### config.mk
export PLATFORM = sky130hd
export DESIGN_NAME = mem_req_master
export DESIGN_NICKNAME = d
export VERILOG_FILES = /design/src/rtl/mem_req_master.sv
export SDC_FILE = /design/constraint.sdc
export NUM_CORES = 1
export LEC_CHECK = 0
export BUFFER_PORTS_ARGS = -buffer_cell sky130_fd_sc_hd__clkbuf_2
export CAP_MARGIN = 20
export CORE_ASPECT_RATIO = 1.25
export CORE_MARGIN = 5
export CORE_UTILIZATION = 43
export CTS_BUF_LIST = sky130_fd_sc_hd__clkbuf_4 sky130_fd_sc_hd__clkbuf_8
export DETAILED_ROUTE_END_ITERATION = 10
export GPL_TIMING_DRIVEN = 0
export PLACE_DENSITY = 0.78
export REMOVE_ABC_BUFFERS = 1
export SLEW_MARGIN = 40
export SYNTH_ARGS = -nofsm -noshare
export SYNTH_HDL_FRONTEND = slang
export SYNTH_SLANG_ARGS = --single-unit
### constraint.sdc
create_clock -name clk -period 1.8 [get_ports clk]
set_input_delay 0.09 -clock clk [delete_from_list [all_inputs] [get_ports clk]]
set_output_delay 0.09 -clock clk [all_outputs]
set_load 0.01 [all_outputs]
### src/rtl/mem_req_master.sv
// Single-outstanding CPU load/store master for a 48-bit big-endian, byte-addressed
// memory port; extracts and extends 8/16/32/48-bit read data into a right-justified result.
module mem_req_master #(
   parameter int ADDR_WIDTH   = 32,
   parameter int DATA_WIDTH   = 48,
   parameter int READ_LATENCY = 1
) (
   input  logic                  clk,
   input  logic                  rst,
   input  logic                  cpu_req_valid,
   output logic                  cpu_req_ready,
   input  logic                  cpu_req_write,
   input  logic [1:0]            cpu_req_size,
   input  logic                  cpu_req_signed,
   input  logic [ADDR_WIDTH-1:0] cpu_req_addr,
   input  logic [DATA_WIDTH-1:0] cpu_req_data,
   output logic                  cpu_rsp_valid,
   output logic [DATA_WIDTH-1:0] cpu_rsp_data,
   output logic [ADDR_WIDTH-1:0] mem_addr,
   output logic                  mem_req_write,
   output logic [1:0]            mem_req_data_size,
   output logic [DATA_WIDTH-1:0] mem_data,
   input  logic [DATA_WIDTH-1:0] mem_data_in
);

   typedef enum logic [1:0] {IDLE, ISSUE, WAIT, RESP} state_t;

   // Store data keeps only the LSBs covered by the access size.
   function automatic logic [DATA_WIDTH-1:0] mask_store(input logic [DATA_WIDTH-1:0] d,
                                                        input logic [1:0]            sz);
      logic [DATA_WIDTH-1:0] m;
      case (sz)
         2'd0:    m = {{(DATA_WIDTH-8){1'b0}},  d[7:0]};
         2'd1:    m = {{(DATA_WIDTH-16){1'b0}}, d[15:0]};
         2'd2:    m = {{(DATA_WIDTH-32){1'b0}}, d[31:0]};
         default: m = d;
      endcase
      return m;
   endfunction

   // The first byte of the access sits in the bus MSBs; right-justify and extend it.
   function automatic logic [DATA_WIDTH-1:0] extract_load(input logic [DATA_WIDTH-1:0] din,
                                                          input logic [1:0]            sz,
                                                          input logic                  sgn);
      logic                  ext;
      logic [DATA_WIDTH-1:0] r;
      ext = sgn & din[DATA_WIDTH-1];
      case (sz)
         2'd0:    r = {{(DATA_WIDTH-8){ext}},  din[DATA_WIDTH-1 -: 8]};
         2'd1:    r = {{(DATA_WIDTH-16){ext}}, din[DATA_WIDTH-1 -: 16]};
         2'd2:    r = {{(DATA_WIDTH-32){ext}}, din[DATA_WIDTH-1 -: 32]};
         default: r = din;
      endcase
      return r;
   endfunction

   state_t                state_q;
   logic [2:0]            wait_cnt_q;
   logic                  write_q;
   logic                  signed_q;
   logic                  rsp_valid_q;
   logic [DATA_WIDTH-1:0] rsp_data_q;
   logic [ADDR_WIDTH-1:0] addr_q;
   logic                  mem_wr_q;
   logic [1:0]            size_q;
   logic [DATA_WIDTH-1:0] wdata_q;

   logic [DATA_WIDTH-1:0] store_data_d;
   logic [DATA_WIDTH-1:0] load_data_d;

   assign store_data_d = mask_store(cpu_req_data, cpu_req_size);
   assign load_data_d  = extract_load(mem_data_in, size_q, signed_q);

   always_ff @(posedge clk) begin
      if (rst) begin
         state_q     <= IDLE;
         wait_cnt_q  <= '0;
         write_q     <= 1'b0;
         signed_q    <= 1'b0;
         rsp_valid_q <= 1'b0;
         rsp_data_q  <= '0;
         addr_q      <= '0;
         mem_wr_q    <= 1'b0;
         size_q      <= '0;
         wdata_q     <= '0;
      end else begin
         case (state_q)
            IDLE: begin
               if (cpu_req_valid) begin
                  addr_q   <= cpu_req_addr;
                  size_q   <= cpu_req_size;
                  write_q  <= cpu_req_write;
                  signed_q <= cpu_req_signed;
                  wdata_q  <= store_data_d;
                  mem_wr_q <= cpu_req_write;
                  state_q  <= ISSUE;
               end
            end
            ISSUE: begin
               mem_wr_q <= 1'b0;
               if (write_q) begin
                  rsp_data_q  <= '0;
                  rsp_valid_q <= 1'b1;
                  state_q     <= RESP;
               end else begin
                  wait_cnt_q <= 3'(READ_LATENCY - 1);
                  state_q    <= WAIT;
               end
            end
            WAIT: begin
               // Address stays on the bus until the registered read data is captured.
               if (wait_cnt_q != '0) begin
                  wait_cnt_q <= wait_cnt_q - 3'd1;
               end else begin
                  rsp_data_q  <= load_data_d;
                  rsp_valid_q <= 1'b1;
                  state_q     <= RESP;
               end
            end
            RESP: begin
               rsp_valid_q <= 1'b0;
               state_q     <= IDLE;
            end
            default: state_q <= IDLE;
         endcase
      end
   end

   assign cpu_req_ready     = (state_q == IDLE);
   assign cpu_rsp_valid     = rsp_valid_q;
   assign cpu_rsp_data      = rsp_data_q;
   assign mem_addr          = addr_q;
   assign mem_req_write     = mem_wr_q;
   assign mem_req_data_size = size_q;
   assign mem_data          = wdata_q;

endmodule

==> tab_implementation.tex <==
\begin{tabular}{lr}
\hline
Metric & Value \\
\hline
\multicolumn{2}{l}{\textbf{Route}} \\
\quad Total via count in the routed design & 6317 \\
\quad Total wirelength of the detailed-routed design & 20710 µm \\
\quad Residual DRC count & 0 \\
\quad Detailed Routing Iterations Pass 1 & 5 \\
\quad Routed wire length per instance & 17.43 µm \\
\quad Starting DRT DRC Count & 363 \\
\quad Average vias per placed instance & between 5 and 6 \\
\quad DRT antenna net count & 0 \\
\multicolumn{2}{l}{\textbf{Clock network}} \\
\quad Clock tree sinks & about 140 \\
\quad Max clock buf depth & 2 \\
\quad Cts bufs inserted & 17 \\
\quad Root Buffer & sky130\_fd\_sc\_hd\_\_clkbuf\_8 \\
\quad Later-pin clock latency in the skew report & around 440 ps \\
\quad Register clock-pin slew on the reported worst setup and hold paths & 80 ps \\
\quad H-tree levels & 4 \\
\quad Clock tree from TritonCTS & built \\
\multicolumn{2}{l}{\textbf{Yosys}} \\
\quad Proportion of register bits with asynchronous set or reset after synthesis & 0\% \\
\quad Sequential element share of the synthesized area & 49.38\% \\
\quad Primary flip-flop cell chosen by synthesis mapping & sky130\_fd\_sc\_hd\_\_dfxtp\_1 \\
\quad Simple-gate share of the synthesized area & 16.23\% \\
\quad Main combinational cell family by area after synthesis & compound AO/OA/AOI/OAI gates \\
\quad Average size of a mapped cell & 8.931 µm² \\
\quad FF+latch count, synth & 139 \\
\quad Post-Synth XOR/XNOR Area & 0.3108\% \\
\quad Share of synthesized area spent on multiplexers & 7.837\% \\
\quad Number of standard cells after synthesis & 631 \\
\quad Cell area after synthesis & 5635 µm² \\
\quad Number of enable-type register cells in the synthesized netlist & 0 \\
\quad Distinct cell type count after synthesis & 36 \\
\quad Synth Area in Compound Gates & 19.74\% \\
\quad Synthesis warning total & 0 \\
\quad Adder-cell share of the synthesized area & 1.332\% \\
\multicolumn{2}{l}{\textbf{Timing}} \\
\quad Final count of negative-setup-slack endpoints & 0 \\
\quad Max Clock Skew & $\sim$17 ps \\
\quad Timing-limited maximum frequency & 562.0 MHz \\
\quad Worst slew slack as a fraction of its limit & approximately two thirds \\
\quad Number of endpoints with negative hold slack in the final report & 0 \\
\quad Final hold slack & 45.31 ps \\
\quad Actual transition at the worst max-transition pin & 490.2 ps \\
\quad Share of the cycle needed by the critical path after routing & 98.85\% \\
\quad Number of pins exceeding their max-slew limit in the final report & 0 \\
\quad Post-layout min period & around 1800 ps \\
\multicolumn{2}{l}{\textbf{Worst setup path}} \\
\quad Critical register-to-register path endpoint & cpu\_rsp\_data[31] \\
\quad Launch point of the critical path & state\_q[0] \\
\quad Required time at the endpoint of the critical path & roughly 2100 ps \\
\quad Critical path endpoint category & flop \\
\quad Critical path peak fanout & 19 \\
\quad Worst setup slack for register-to-register paths & around 21 ps \\
\quad Capture point of the worst path & cpu\_rsp\_data[31] \\
\quad Length in cells of the worst reg-to-reg path & 9 \\
\quad Crit Path Category & flop to flop \\
\quad Element type at the critical path start & flop \\
\quad CP arrival & 2100 ps \\
\quad Startpoint of the most critical register-to-register path & state\_q[0] \\
\multicolumn{2}{l}{\textbf{Cells and area}} \\
\quad Area added between synthesis and finish & 60.30\% \\
\quad Number of antenna cells inserted & 0 \\
\quad Summed area of non-filler cells in the final layout & 9034 µm² \\
\quad Layout cells sized above 1 & 35.59\% \\
\quad Fraction of the core area covered by cells at the end of the flow & between 70\% and 80\% \\
\quad Number of nets in the layout & approximately 1100 \\
\multicolumn{2}{l}{\textbf{Floorplan}} \\
\quad Initial standard-cell utilization of the core & 44.10\% \\
\quad Count of standard-cell rows & 46 \\
\quad Die width & between 100 and 150 µm \\
\quad DIE HEIGHT & 138.0 µm \\
\quad Core Region & around 13000 µm² \\
\quad Top-Level Pins & 268 \\
\quad Overall die area & roughly 16000 µm² \\
\multicolumn{2}{l}{\textbf{Worst hold path}} \\
\quad Cell depth of the worst min-delay path & 3 \\
\quad Worst hold path class & input port to flop \\
\multicolumn{2}{l}{\textbf{Placed design}} \\
\quad Dpl hpwl & roughly 12000 µm \\
\quad Weighted congestion reported at the end of routability-driven placement & 0.7956 \\
\quad Placed Area & 7112 µm² \\
\quad Port Buf Inserts & between 200 and 300 \\
\multicolumn{2}{l}{\textbf{GRT}} \\
\quad Initial antenna violation count & 0 \\
\quad Maximum number of pins on one net before global-route repair & 67 \\
\quad Number of global-route vias before repair & 6363 \\
\quad Tot GR Track Use & roughly 25\% \\
\quad Remaining Overflow, GRT & 0 \\
\quad Wire length of the first global-routing pass & 31130 µm \\
\multicolumn{2}{l}{\textbf{Power}} \\
\quad Worst vdd ir & $\sim$0.71 mV \\
\quad Power density over the cells & 1189 nW/µm² \\
\quad Relative contribution of sequential cells to total power & 35.8\% \\
\quad Sw Pwr & a little under 4000 µW \\
\quad Part of the total power dissipated in the clock network & 24.6\% \\
\quad Leak pwr & 0.003984 µW \\
\quad Fraction of power spent switching nets & 36.44\% \\
\quad Pint & slightly below 7000 µW \\
\quad Combinational Power Share & between 30\% and 40\% \\
\multicolumn{2}{l}{\textbf{Status}} \\
\quad Status & complete, no violations \\
\multicolumn{2}{l}{\textbf{Run}} \\
\quad Maximum Capacitance Violations & 0 \\
\hline
\end{tabular}
-- state kept, by name, summed over array words and instances, names as in the netlist --
register           count
mem_data              48
cpu_rsp_data          48
state_q                2
write_q                1
mem_req_data_size      2
mem_req_write          1
signed_q               1
mem_addr              32
wait_cnt_q             3
cpu_rsp_valid          1
-- power by group through the flow --
stage	clock network [µW]	logic [µW]	registers (µW)
global route	2820	4550	3900
global placement	0	2680	3840
finish	2650	4240	3850
detailed placement	0	3210	3850
floorplan	0	1650	4030
CTS	2700	3800	3800
-- cells in the mapped netlist, types with 2 or more instances --
master                        n  share of area, %
sky130_fd_sc_hd__o211ai_1    15               2.0
sky130_fd_sc_hd__a21oi_1     74               6.6
sky130_fd_sc_hd__buf_4        4              0.53
sky130_fd_sc_hd__a22o_1      23               3.6
sky130_fd_sc_hd__a22oi_1     25               3.3
sky130_fd_sc_hd__buf_1        8              0.53
sky130_fd_sc_hd__ha_1         6               1.3
sky130_fd_sc_hd__mux4_2       8               3.2
sky130_fd_sc_hd__dfxtp_1    139                49
sky130_fd_sc_hd__nor2b_1      2              0.22
sky130_fd_sc_hd__inv_1       15               1.0
sky130_fd_sc_hd__nand3_1     16               1.4
sky130_fd_sc_hd__o2bb2ai_1    9               1.4
sky130_fd_sc_hd__clkbuf_1    26               1.7
sky130_fd_sc_hd__nor2_1      44               2.9
sky130_fd_sc_hd__o21ai_0     17               1.5
sky130_fd_sc_hd__nand2_1    124               8.3
sky130_fd_sc_hd__nand3b_1     3              0.40
sky130_fd_sc_hd__mux2i_1     25               4.4
sky130_fd_sc_hd__buf_6        2              0.40
sky130_fd_sc_hd__nand2b_1    20               2.2
sky130_fd_sc_hd__buf_2       11              0.98
sky130_fd_sc_hd__a211oi_1     2              0.27
-- worst min path at each step --
stage | from | to | slack (ps)
finish | mem_data_in[47] | cpu_rsp_data[47] | 50
global route | mem_data_in[47] | cpu_rsp_data[47] | 40
CTS | mem_data_in[28] | cpu_rsp_data[28] | 0.9
detailed placement | cpu_req_addr[0] | mem_addr[0] | 320
global placement | cpu_req_data[2] | mem_data[2] | 310
floorplan | rst | cpu_rsp_data[47] | 160
-- through the flow --
stage / worst slack (ps) / total power (µW) / cells / TNS (ps)
after floorplan: -1312 / 5686 / 580 / -104760
after global placement: -2570 / 6528 / 1015 / -248070
after detailed placement: -763.5 / 7063 / 1022 / -32180
after CTS: -14.06 / 10310 / 1177 / -21.89
after global routing: -42.38 / 11270 / 1188 / -322.9
final: 20.67 / 10740 / 1188 / 0
-- cells in the final DEF (no fill, tap or decap), drive strengths merged, types with 16 or more instances in the layout --
cell type / instances
a22oi: 25
dlygate4sd3: 112
mux2i: 25
inv: 19
o21ai: 17
nand2b: 20
clkbuf: 286
nor2: 45
dfxtp: 139
a22o: 23
nand3: 16
nand2: 125
a21oi: 75
buf: 27
-- area by class of cell --
type | count | area (µm²)
timing repair buffer | 408 | 2865
fill | 891 | 3744
sequential | 139 | 2798
inverter | 15 | 61.31
multi-input combinational | 427 | 2690
clock buffer | 18 | 241.5
clock inverter | 13 | 167.7
tap | 168 | 210.2
-- worst max-delay path: stages, from the launching register on --
cell and delay, ps:
sky130_fd_sc_hd__dfxtp_4 380, sky130_fd_sc_hd__inv_4 80, sky130_fd_sc_hd__ha_4 180, sky130_fd_sc_hd__buf_12 120
sky130_fd_sc_hd__nor2_2 50, sky130_fd_sc_hd__a211oi_4 240, sky130_fd_sc_hd__buf_6 160, sky130_fd_sc_hd__nor2_4 60
sky130_fd_sc_hd__buf_16 170, sky130_fd_sc_hd__a22o_1 230
-- cells by family (layout without fill, tap and decap cells) --
kind of cell | count (synthesis) | count (layout)
and+or+nand+nor | 214 | 215
AOI/OAI and AO/OA | 170 | 170
DFF | 139 | 139
buffers and inverters | 66 | 454
muxes | 34 | 34
adders and majority gates | 6 | 6
xor gates and xnor gates | 2 | 2
-- repair_timing --
item,CTS,global route
hold buffers,112,0
gates resized for setup,16,16
pin swaps,4,8
gates cloned,1,2
hold endpoints to repair,113,0
buffers inserted,11,9
setup endpoints to repair,89,99
-- layer usage --
metal,up-vias,routed length [µm],global-route usage (%)
met1,2973,7447,25.46
li1,2938,-,-
met3,68,1867,8.686
met2,338,10480,45.06
met4,0,918,12.89
met5,-,0,0
Note: power is estimated with default switching activity, not from simulation.
